[src/rtl/matmul_sequencer.sv]
// matmul_sequencer
//   Drives one shared signed multiply-accumulate datapath to compute C = A x B.
//   A (MxK), B (KxN) and C (MxN) are row-major in external synchronous RAMs
//   with a fixed one-cycle read latency. One MAC is issued per cycle.
//
// Ports
//   clk, rst_n         clock, synchronous active-low reset
//   start              begin a product (looked at only while idle)
//   busy, done         busy outside IDLE; done is a one-cycle completion pulse
//   a_addr, b_addr     registered read addresses (i*K+k, k*N+j)
//   a_rdata, b_rdata   read data, valid one cycle after the address
//   c_wr_en, c_addr,   result write; held stable until c_wr_ready
//   c_wdata, c_wr_ready
module matmul_sequencer #(
   parameter int M      = 2,
   parameter int K      = 2,
   parameter int N      = 2,
   parameter int DATA_W = 16,
   parameter int ACC_W  = 40,
   localparam int AW_A  = (M * K > 1) ? $clog2(M * K) : 1,
   localparam int AW_B  = (K * N > 1) ? $clog2(K * N) : 1,
   localparam int AW_C  = (M * N > 1) ? $clog2(M * N) : 1
) (
   input  logic              clk,
   input  logic              rst_n,
   input  logic              start,
   output logic              busy,
   output logic              done,
   output logic [AW_A-1:0]   a_addr,
   output logic [AW_B-1:0]   b_addr,
   input  logic [DATA_W-1:0] a_rdata,
   input  logic [DATA_W-1:0] b_rdata,
   output logic              c_wr_en,
   output logic [AW_C-1:0]   c_addr,
   output logic [ACC_W-1:0]  c_wdata,
   input  logic              c_wr_ready
);
   localparam int IW = (M > 1) ? $clog2(M) : 1;
   localparam int JW = (N > 1) ? $clog2(N) : 1;
   localparam int KW = (K > 1) ? $clog2(K) : 1;
   localparam logic [IW-1:0] I_LAST = IW'(M - 1);
   localparam logic [JW-1:0] J_LAST = JW'(N - 1);
   localparam logic [KW-1:0] K_LAST = KW'(K - 1);

   typedef enum logic [2:0] {IDLE, FETCH, DRAIN, WRITE, DONE} state_t;

   state_t                     state;
   logic [IW-1:0]              i;
   logic [JW-1:0]              j;
   logic [KW-1:0]              k;
   logic signed [ACC_W-1:0]    acc;
   logic signed [ACC_W-1:0]    acc_next;
   logic signed [ACC_W-1:0]    prod_ext;
   logic signed [2*DATA_W-1:0] prod;
   logic                       first;

   // Full-width signed product, sign-extended into the accumulator width.
   assign prod     = (2*DATA_W)'($signed(a_rdata)) * (2*DATA_W)'($signed(b_rdata));
   assign prod_ext = ACC_W'(prod);

   // Data for k arrives while k+1 is being addressed, so the first product of
   // an element lands in FETCH k=1 (or in DRAIN when K=1). Loading instead of
   // adding there removes the need for a separate clear cycle.
   always_comb begin
      first    = ((state == FETCH) && (k == KW'(1))) || ((state == DRAIN) && (K == 1));
      acc_next = first ? prod_ext : acc + prod_ext;
   end

   always_ff @(posedge clk) begin
      if (!rst_n) begin
         state   <= IDLE;
         busy    <= 1'b0;
         done    <= 1'b0;
         c_wr_en <= 1'b0;
         a_addr  <= '0;
         b_addr  <= '0;
         c_addr  <= '0;
         c_wdata <= '0;
         acc     <= '0;
         i       <= '0;
         j       <= '0;
         k       <= '0;
      end else begin
         done <= 1'b0;
         unique case (state)
            IDLE: begin
               if (start) begin
                  state  <= FETCH;
                  busy   <= 1'b1;
                  i      <= '0;
                  j      <= '0;
                  k      <= '0;
                  a_addr <= '0;
                  b_addr <= '0;
               end
            end
            FETCH: begin
               if (k != '0) acc <= acc_next;
               if (k == K_LAST) begin
                  state <= DRAIN;
               end else begin
                  // Addresses are registered, so load the ones for k+1 now.
                  k      <= k + KW'(1);
                  a_addr <= AW_A'(int'(i) * K + int'(k) + 1);
                  b_addr <= AW_B'((int'(k) + 1) * N + int'(j));
               end
            end
            DRAIN: begin
               acc     <= acc_next;
               c_wdata <= acc_next;
               c_addr  <= AW_C'(int'(i) * N + int'(j));
               c_wr_en <= 1'b1;
               state   <= WRITE;
            end
            WRITE: begin
               if (c_wr_ready) begin
                  c_wr_en <= 1'b0;
                  k       <= '0;
                  if (i == I_LAST && j == J_LAST) begin
                     state <= DONE;
                     done  <= 1'b1;
                  end else begin
                     state <= FETCH;
                     if (j == J_LAST) begin
                        j      <= '0;
                        i      <= i + IW'(1);
                        a_addr <= AW_A'((int'(i) + 1) * K);
                        b_addr <= '0;
                     end else begin
                        j      <= j + JW'(1);
                        a_addr <= AW_A'(int'(i) * K);
                        b_addr <= AW_B'(int'(j) + 1);
                     end
                  end
               end
            end
            DONE: begin
               busy  <= 1'b0;
               state <= IDLE;
            end
            default: state <= IDLE;
         endcase
      end
   end
endmodule

[config.mk]
export PLATFORM = sky130hd
export DESIGN_NAME = matmul_sequencer
export DESIGN_NICKNAME = d
export VERILOG_FILES = /design/src/rtl/matmul_sequencer.sv
export SDC_FILE = /design/constraint.sdc
export NUM_CORES = 1
export LEC_CHECK = 0
export ABC_CLOCK_PERIOD_IN_PS = 11700
export BUFFER_PORTS_ARGS = -buffer_cell sky130_fd_sc_hd__buf_4
export CAP_MARGIN = 40
export CORE_UTILIZATION = 30
export CTS_CLUSTER_SIZE = 24
export DETAILED_ROUTE_END_ITERATION = 7
export PLACE_DENSITY = 0.44
export SYNTH_ARGS = -nofsm -noshare
export SYNTH_HDL_FRONTEND = slang
export SYNTH_SLANG_ARGS = --single-unit
[constraint.sdc]
create_clock -name clk -period 11.7 [get_ports clk]
set_clock_uncertainty 0.2 [all_clocks]
set_input_delay 1.17 -clock clk [delete_from_list [all_inputs] [get_ports clk]]
set_output_delay 1.17 -clock clk [all_outputs]
set_load 0.005 [all_outputs]
* After elaboration in Yosys (flattened, before gate mapping) *
Index checks and enable logic that the tools add are counted.

word-level totals
  input port bits = 36
  logic and storage cells = 86
  register bits after elaboration = 95

operators by class
  eq/ne operators = 10
  multipliers = 1
  reductions and logical operators = 17
  add/sub/neg operators = 11
  muxes and demuxes = 35

operator list
  operator                                              number
  2-to-1 mux 40 bit                                     2
  case mux 40 bit (2 select lines)                      1
  adder 40 x 32 -> 40 bit                               1
  multiplier 16 x 16 -> 32 bit                          1
  2-to-1 mux 2 bit                                      9
  2-to-1 mux 3 bit                                      4
  inequality test 2 bit (second input constant)         6
  case mux 2 bit (3 select lines)                       2
  case mux 3 bit (4 select lines)                       1
  2-to-1 mux 1 bit                                      11
  AND reduction 5 bit                                   2
  AND reduction 3 bit                                   3
  case mux 1 bit (2 select lines)                       4
  nonzero test 2 bit                                    4
  adder 2 x 1 -> 2 bit                                  3
  equality test 3 x 2 -> 1 bit (second input constant)  2
  AND reduction 2 bit                                   3
  adder 1 bit (second input constant)                   5
  AND reduction 4 bit                                   1
  equality test 3 x 1 -> 1 bit (second input constant)  1
  equality test 3 bit (second input constant)           1
  logical NOT 3 bit                                     1
  case mux 1 bit (3 select lines)                       1
  nonzero test 3 bit                                    1
  other kinds (3)                                       4

* Depth between registers and ports, before layout *
Gate-level depths: netlist of the first run.

  depth in word-level cells = 5
  gate-level depth with buffers = 34
  mapped depth without buffers = 32

* Worst setup path after synthesis of the first run *
No wires, ideal clock.

  kind = input port to flip-flop
  from = input port a_rdata[15]
  to = register acc[37]
  arrival time = 8.366 ns
  data required time = 11.414 ns
  path slack = 3.049 ns
  path buffers = 1
  cell stages on the path = 30
  path through = clkbuf_1 > nand2_1 > inv_1 > fa_1 > fa_1 > fa_1 > fa_1 > fa_1 > inv_1 > fa_1 > inv_1 > ha_1 > a21o_1 > a21o_1 > a21oi_1 > o21ai_0 > a221oi_4 > o21ai_0 > xnor2_1 > inv_1 > ha_1 > a21oi_1 > o21ai_0 > a21o_1 > a21o_1 > a21o_1 > a21o_1 > o21ai_0 > nand3b_1 > a211oi_1

on the way
  longest elaborated chain between the ends = 5

RTL lines
  element                               line  source
  start: declaration                    31    input logic [DATA_W-1:0] a_rdata,
  multiplier 16 x 16 -> 32 bit (*)      58    assign prod = (2*DATA_W)'($signed(a_rdata)) * (2*DATA_W)'($signed(b_rdata));
  adder 40 x 32 -> 40 bit               66    acc_next = first ? prod_ext : acc + prod_ext;
  2-to-1 mux 40 bit (*)                 66
  2-to-1 mux 40 bit                     98    if (k != '0) acc <= acc_next;
  case mux 40 bit (2 select lines) (*)  85    unique case (state)
  end signal: assignment                98
  end signal: assignment                109   acc <= acc_next;
  end: declaration                      51    logic signed [ACC_W-1:0] acc;

Mark *: on every way between the ends. The rest lies on a longest branch, timed or not. The select of a mux whose other input is x is not followed.
A chain may end at the register's enable or synchronous reset.

* Final worst setup path of the first run *
  from = input port b_rdata[1]
  to = register acc[37]

on the way
  longest elaborated chain between the ends = 5

RTL lines
  element                               line  source
  start: declaration                    32    input logic [DATA_W-1:0] b_rdata,
  multiplier 16 x 16 -> 32 bit (*)      58
  adder 40 x 32 -> 40 bit               66
  2-to-1 mux 40 bit (*)                 66
  2-to-1 mux 40 bit                     98
  case mux 40 bit (2 select lines) (*)  85

Marks and branches as above.

==> results of run 1 <==
==> registers in the layout, summed over array words and instances (netlist names) <==
register / flops
acc: 40
c_wdata: 40
state: 3
b_addr: 2
c_addr: 2
a_addr: 1
busy: 1
c_wr_en: 1
done: 1
i: 1
j: 1
k: 1
==> cell type report <==
type,count,share of cell area
multi-input cells,1358,0.720
flip-flops and latches,94,0.109
inverters,304,0.0660
well taps,680,0.0492
repair buffers,90,0.0391
clock buffers,9,0.0130
clock inverters,7,0.00398
==> kinds of logic after synthesis <==
logic type	share of synthesized area
simple gates	0.176
flops	0.119
buf+inv	0.0930
xor+xnor	0.0337
fa+ha+maj	0.433
mux	0.00254
compound gates	0.143
==> worst min path at each step <==
| stage | start | endpoint | slack (ns) | cells past startpoint |
|---|---|---|---|---|
| floorplan | acc[8]$_SDFFE_PN0P_ | acc[8]$_SDFFE_PN0P_ | 0.24 | 2 |
| global placement | b_addr[0]$_SDFFE_PN0P_ | b_addr[0]$_SDFFE_PN0P_ | 0.24 | 2 |
| detailed placement | b_addr[0]$_SDFFE_PN0P_ | b_addr[0]$_SDFFE_PN0P_ | 0.25 | 2 |
| CTS | b_addr[0]$_SDFFE_PN0P_ | b_addr[0]$_SDFFE_PN0P_ | 0.26 | 2 |
| global route | c_wdata[27]$_SDFFE_PN0P_ | c_wdata[27]$_SDFFE_PN0P_ | 0.29 | 2 |
| finish | b_addr[0]$_SDFFE_PN0P_ | b_addr[0]$_SDFFE_PN0P_ | 0.25 | 2 |
==> layer usage <==
metal  wire, um  part of all wire
met3        845             0.020
met5          0                 0
met2      18500              0.44
met4        444             0.011
met1      21900              0.53
==> synth_stat cells, types with 33 or more instances <==
master	n	area share
inv_1	304	0.072
fa_1	263	0.33
nand2_1	206	0.049
and2_1	136	0.054
ha_1	126	0.10
a21oi_1	119	0.038
nor2_1	105	0.025
dfxtp_1	94	0.12
clkbuf_1	66	0.016
o21ai_0	59	0.019
xnor2_1	46	0.026
a211oi_1	33	0.016
a21o_1	33	0.016
==> worst min-delay path: stages, from the launching register on <==
cell,delay [ns]
dfxtp_1,0.31
nand2_1,0.05
a21oi_1,0.05
==> per-stage QoR <==
| stage | hold slack (ns) | cell area [sq um] | util |
|---|---|---|---|
| detailed placement | 0.246 | 17000 | 0.329 |
| global placement | 0.244 | 17000 | 0.329 |
| global route | 0.285 | 17300 | 0.335 |
| finish | 0.253 | 17300 | 0.335 |
| floorplan | 0.236 | 15800 | - |
| CTS | 0.257 | 17300 | 0.335 |
==> metrics.md, run 1 <==
| Metric | Value |
|---|---|
| Placed insts | `approximately 2500` |
| Clock transition at path regs | `approximately 0.070 ns` |
| CTS tree | `built` |
| Clk sinks | `94` |
| RSZ-0062 raised after global routing | `no` |
| Post-CTS setup buffer count | `0` |
| Post-layout min period | `a little over 9 ns` |
| Worst slew pin tran | `0.800 ns` |
| FF-to-FF path depth | `11` |
| CTS Buf Count | `9` |
| Clock latency on the worst-skew pair | `roughly 0.36 ns` |
| Final WL | `~42000 um` |
| Worst Setup SP | `b_rdata[1]` |
| Max clock buf depth | `2` |
| IO buf count | `84` |
| Max H-tree Level | `3` |
| Post_cts resized | `0` |
| Relative slew slack | `0.460` |
| GRT overflow | `0` |
| Final Instance Count excl. Fillers | `2542` |
| Number of fillers in the final layout | `between 5000 and 6000` |
| Die footprint | `between 50000 and 60000 sq um` |
| Post-DP HPWL | `about 34000 um` |
| Core box area | `between 50000 and 60000 sq um` |
| Share of layout cells above drive strength 1 | `0.0779` |
| Synth Net Count | `approximately 2300` |
| GRT Overall Usage | `0.164` |
| RR Startpoint | `acc[0]$_SDFFE_PN0P_` |
| Syn avg cell area | `approximately 8.6 sq um` |
| Ant diodes | `0` |
| Area of the multi-input gates | `around 12000 sq um` |
| # rows | `between 80 and 90` |
| Via Count | `roughly 12000` |
| CP max FO | `16` |
| Asr flop ratio synth | `0` |
| Worst Path Required | `between 10 and 15 ns` |
| First drt pass iteration count | `5` |
| Buf+Inv Stages, Crit Path | `2` |
| Pre-CTS WS | `approximately 2.3 ns` |
| Worst Setup Path Type | `in2reg` |
| CTS root buf | `clkbuf_16` |
| Residual DRC | `0` |
| Area grow syn2layout | `9.49%` |
| Die W | `231 um` |
| Top delay family on crit path | `adder cells` |
| Worst path slowest cell | `fa_1` |
| Commonest non-fill, non-tap cell in the layout | `inv_1` |
| Worst endpoint data arrival time | `about 9 ns` |
| Hold-fix buffer count after cts | `0` |
| TNS Setup | `0 ns` |
| Final period util | `0.778` |
| Vias in the first global route | `12700` |
| Register area share after synthesis | `0.119` |
| Drt wl/cell | `about 16 um` |
| Number of synthesized register bits | `between 90 and 100` |
| Crit path to | `acc[37]$_SDFFE_PN0P_` |
| FF/Latch Area | `roughly 1900 sq um` |
| IO Pins | `85` |
| R2R Setup Slk | `around 8.1 ns` |
| Final antenna-violating net count | `0` |
| Most Frequent Cell on Critical Path | `fa_1` |
| Vias per Instance | `around 4.8` |
| Starting Density | `0.306` |
| Highest Clock Rate | `roughly 0.11 GHz` |
| Initial antenna violation count | `0` |
| Post-route setup slack | `2.59 ns` |
| YS warnings | `0` |
| GRT Max-Usage Layer | `met2` |
| Grt met2 use | `0.258` |
| First-pass GRT wire length | `roughly 71000 um` |
| Final setup vio count | `0` |
| Reg2reg end | `c_wdata[24]$_SDFFE_PN0P_` |
| HP Class | `reg2reg` |
| Final Hold Viols | `0` |
| Synth Flop Type | `dfxtp_1` |
| Max cap viols | `0` |
| Mapped Area | `15800 sq um` |
| Status | `complete, no violations` |
| Die height | `between 200 and 250 um` |
| Met3 usage | `0.0103` |
| Largest net degree at the start of global routing | `slightly below 70` |
| Most frequent cells in the layout | `inv_1 (303), fa_1 (263), nand2_1 (206)` |
| Gate count of the mapped netlist | `around 1800` |
| CP Launch Type | `input port` |
| Yosys cell types | `85` |
| Crit end category | `flip-flop` |
| CP Depth | `27` |
| DR iter-0 viols | `between 400 and 500` |
| Max incr delay on CP | `around 0.9 ns` |
| Nets@finish | `2282` |
| Slew Limit Fails | `0` |
| Number of flops mapped to enable cells by yosys | `0` |
| Met1 usage | `0.249` |
| Routability Congestion | `roughly 0.82` |
Power of run 1 is not shown: default switching activity piles up to over one toggle a cycle in this logic, so the estimate is an artifact.
==> run 2: changes to the inputs <==
- ABC_CLOCK_PERIOD_IN_PS: 11700 -> 8850
- clock period: 11.7 -> 8.85 ns (I/O delays scaled with it)
==> metrics.md, run 2 (synthesized netlist as in run 1, its figures left out) <==
| Metric | Value |
|---|---|
| Status | `complete, no violations` |
| CP max FO | `16 (unchanged)` |
| Crit end category | `flip-flop` |
| Share of layout cells above drive strength 1 | `0.0950 (+0.0171)` |
| Commonest non-fill, non-tap cell in the layout | `inv_1` |
| Final setup vio count | `0 (unchanged)` |
| Max clock buf depth | `2 (unchanged)` |
| Most frequent cells in the layout | `inv_1 (303), fa_1 (262), nand2_1 (206)` |
| Core box area | `51600 sq um (unchanged)` |
| Post-CTS setup buffer count | `0 (unchanged)` |
| Biggest regs | `acc (40), c_wdata (40), state (3)` |
| Slew Limit Fails | `0 (unchanged)` |
| HP Class | `reg2reg` |
| Ant diodes | `0 (unchanged)` |
| Top delay family on crit path | `adder cells` |
| CTS root buf | `clkbuf_16` |
| Hold-fix buffer count after cts | `0 (unchanged)` |
| CP Launch Type | `input port` |
| Worst path slowest cell | `fa_1` |
| Max cap viols | `0 (unchanged)` |
| Largest net degree at the start of global routing | `69 (unchanged)` |
| Residual DRC | `0 (unchanged)` |
| Worst Path Required | `8.89 ns (-2.87 ns)` |
| First drt pass iteration count | `5 (unchanged)` |
| First-pass GRT wire length | `71600 um (+1.4%)` |
| Vias per Instance | `4.75 (-0.15%)` |
| Worst endpoint data arrival time | `8.40 ns (-0.77 ns)` |
| Final period util | `0.945` |
| Area grow syn2layout | `11.3%` |
| Die footprint | `53600 sq um (unchanged)` |
| GRT Overall Usage | `0.167 (+0.00275)` |
| Die height | `231 um (unchanged)` |
| Routability Congestion | `0.849 (+3.0%)` |
| Highest Clock Rate | `about 0.12 GHz` |
| CTS Buf Count | `9 (unchanged)` |
| Drt wl/cell | `16.5 um (+0.38%)` |
| Die W | `231 um (unchanged)` |
| GRT overflow | `0 (unchanged)` |
| DR iter-0 viols | `545 (+13%)` |
| Starting Density | `0.306 (unchanged)` |
| Clock latency on the worst-skew pair | `0.36 ns (about the same)` |
| Final WL | `42400 um (+1.7%)` |
| Relative slew slack | `0.463 (+0.00372)` |
| Max H-tree Level | `3 (unchanged)` |
| Post_cts resized | `0 (unchanged)` |
| Worst Setup Path Type | `in2reg` |
| Post-DP HPWL | `34500 um (+2.3%)` |
| Buf+Inv Stages, Crit Path | `7 (+5)` |
| TNS Setup | `0 ns (unchanged)` |
| CTS tree | `built` |
| RSZ-0062 raised after global routing | `no` |
| Final Hold Viols | `0 (unchanged)` |
| Clk sinks | `94 (unchanged)` |
| IO buf count | `84 (unchanged)` |
| Nets@finish | `2316 (+1.5%)` |
| Clock transition at path regs | `0.07 ns (about the same)` |
| Vias in the first global route | `12900 (+1.6%)` |
| Max incr delay on CP | `0.55 ns (-0.33 ns)` |
| IO Pins | `85 (unchanged)` |
| Final antenna-violating net count | `0 (unchanged)` |
| Worst slew pin tran | `0.805 ns (+0.00489 ns)` |
| Post-layout min period | `8.37 ns` |
| # rows | `83 (unchanged)` |
| Initial antenna violation count | `0 (unchanged)` |
| Number of fillers in the final layout | `5396 (-0.59%)` |
| Via Count | `12200 (+1.1%)` |
run 2: worst paths after layout:
path / start / endpoint / slack [ns] / cells past startpoint
hold reg to reg: c_wdata[2]$_SDFFE_PN0P_ / c_wdata[2]$_SDFFE_PN0P_ / 0.26 / 2
setup / recovery: b_rdata[7] / acc[35]$_SDFFE_PN0P_ / 0.48 / 30
setup reg to reg: acc[0]$_SDFFE_PN0P_ / c_wdata[24]$_SDFFE_PN0P_ / 5.30 / 11
hold / removal: c_wdata[2]$_SDFFE_PN0P_ / c_wdata[2]$_SDFFE_PN0P_ / 0.26 / 2
run 2: worst reg2reg max path: cells and delay by family (launching register included):
| kind | cells | cell delay [ns] |
|---|---|---|
| compound gates | 8 | 1.99 |
| fa+ha+maj | 2 | 0.66 |
| mux | 1 | 0.25 |
| flops | 1 | 0.32 |
run 2: metrics by stage:
| stage | hold WS, ns | util | area (sq um) | worst slack [ns] | instances |
|---|---|---|---|---|---|
| CTS | 0.263 | 0.340 | 17600 | 0.391 | 2575 |
| global placement | 0.244 | 0.334 | 17200 | 0.0789 | 2559 |
| floorplan | 0.236 | - | 15800 | 0.484 | 1833 |
| global route | 0.282 | 0.340 | 17600 | 0.0226 | 2575 |
| finish | 0.259 | 0.340 | 17600 | 0.485 | 2575 |
| detailed placement | 0.251 | 0.334 | 17300 | 0.0620 | 2560 |
run 2: per-layer routing:
metal	vias up	part of all wire	global-route usage
met4	0	0.010	0.0265
met2	161	0.45	0.260
li1	5974	-	-
met1	6063	0.52	0.253
met5	-	0	0
met3	25	0.024	0.0130
run 2: area by class of cell:
class | count | area, sq um | share of cell area
inverters | 304 | 1140 | 0.0649
clock inverters | 6 | 75.1 | 0.00427
multi-input cells | 1358 | 12500 | 0.709
flip-flops and latches | 94 | 1880 | 0.107
repair buffers | 124 | 935 | 0.0532
well taps | 680 | 851 | 0.0484
clock buffers | 9 | 225 | 0.0128
Power of run 2 is left out for the same reason.
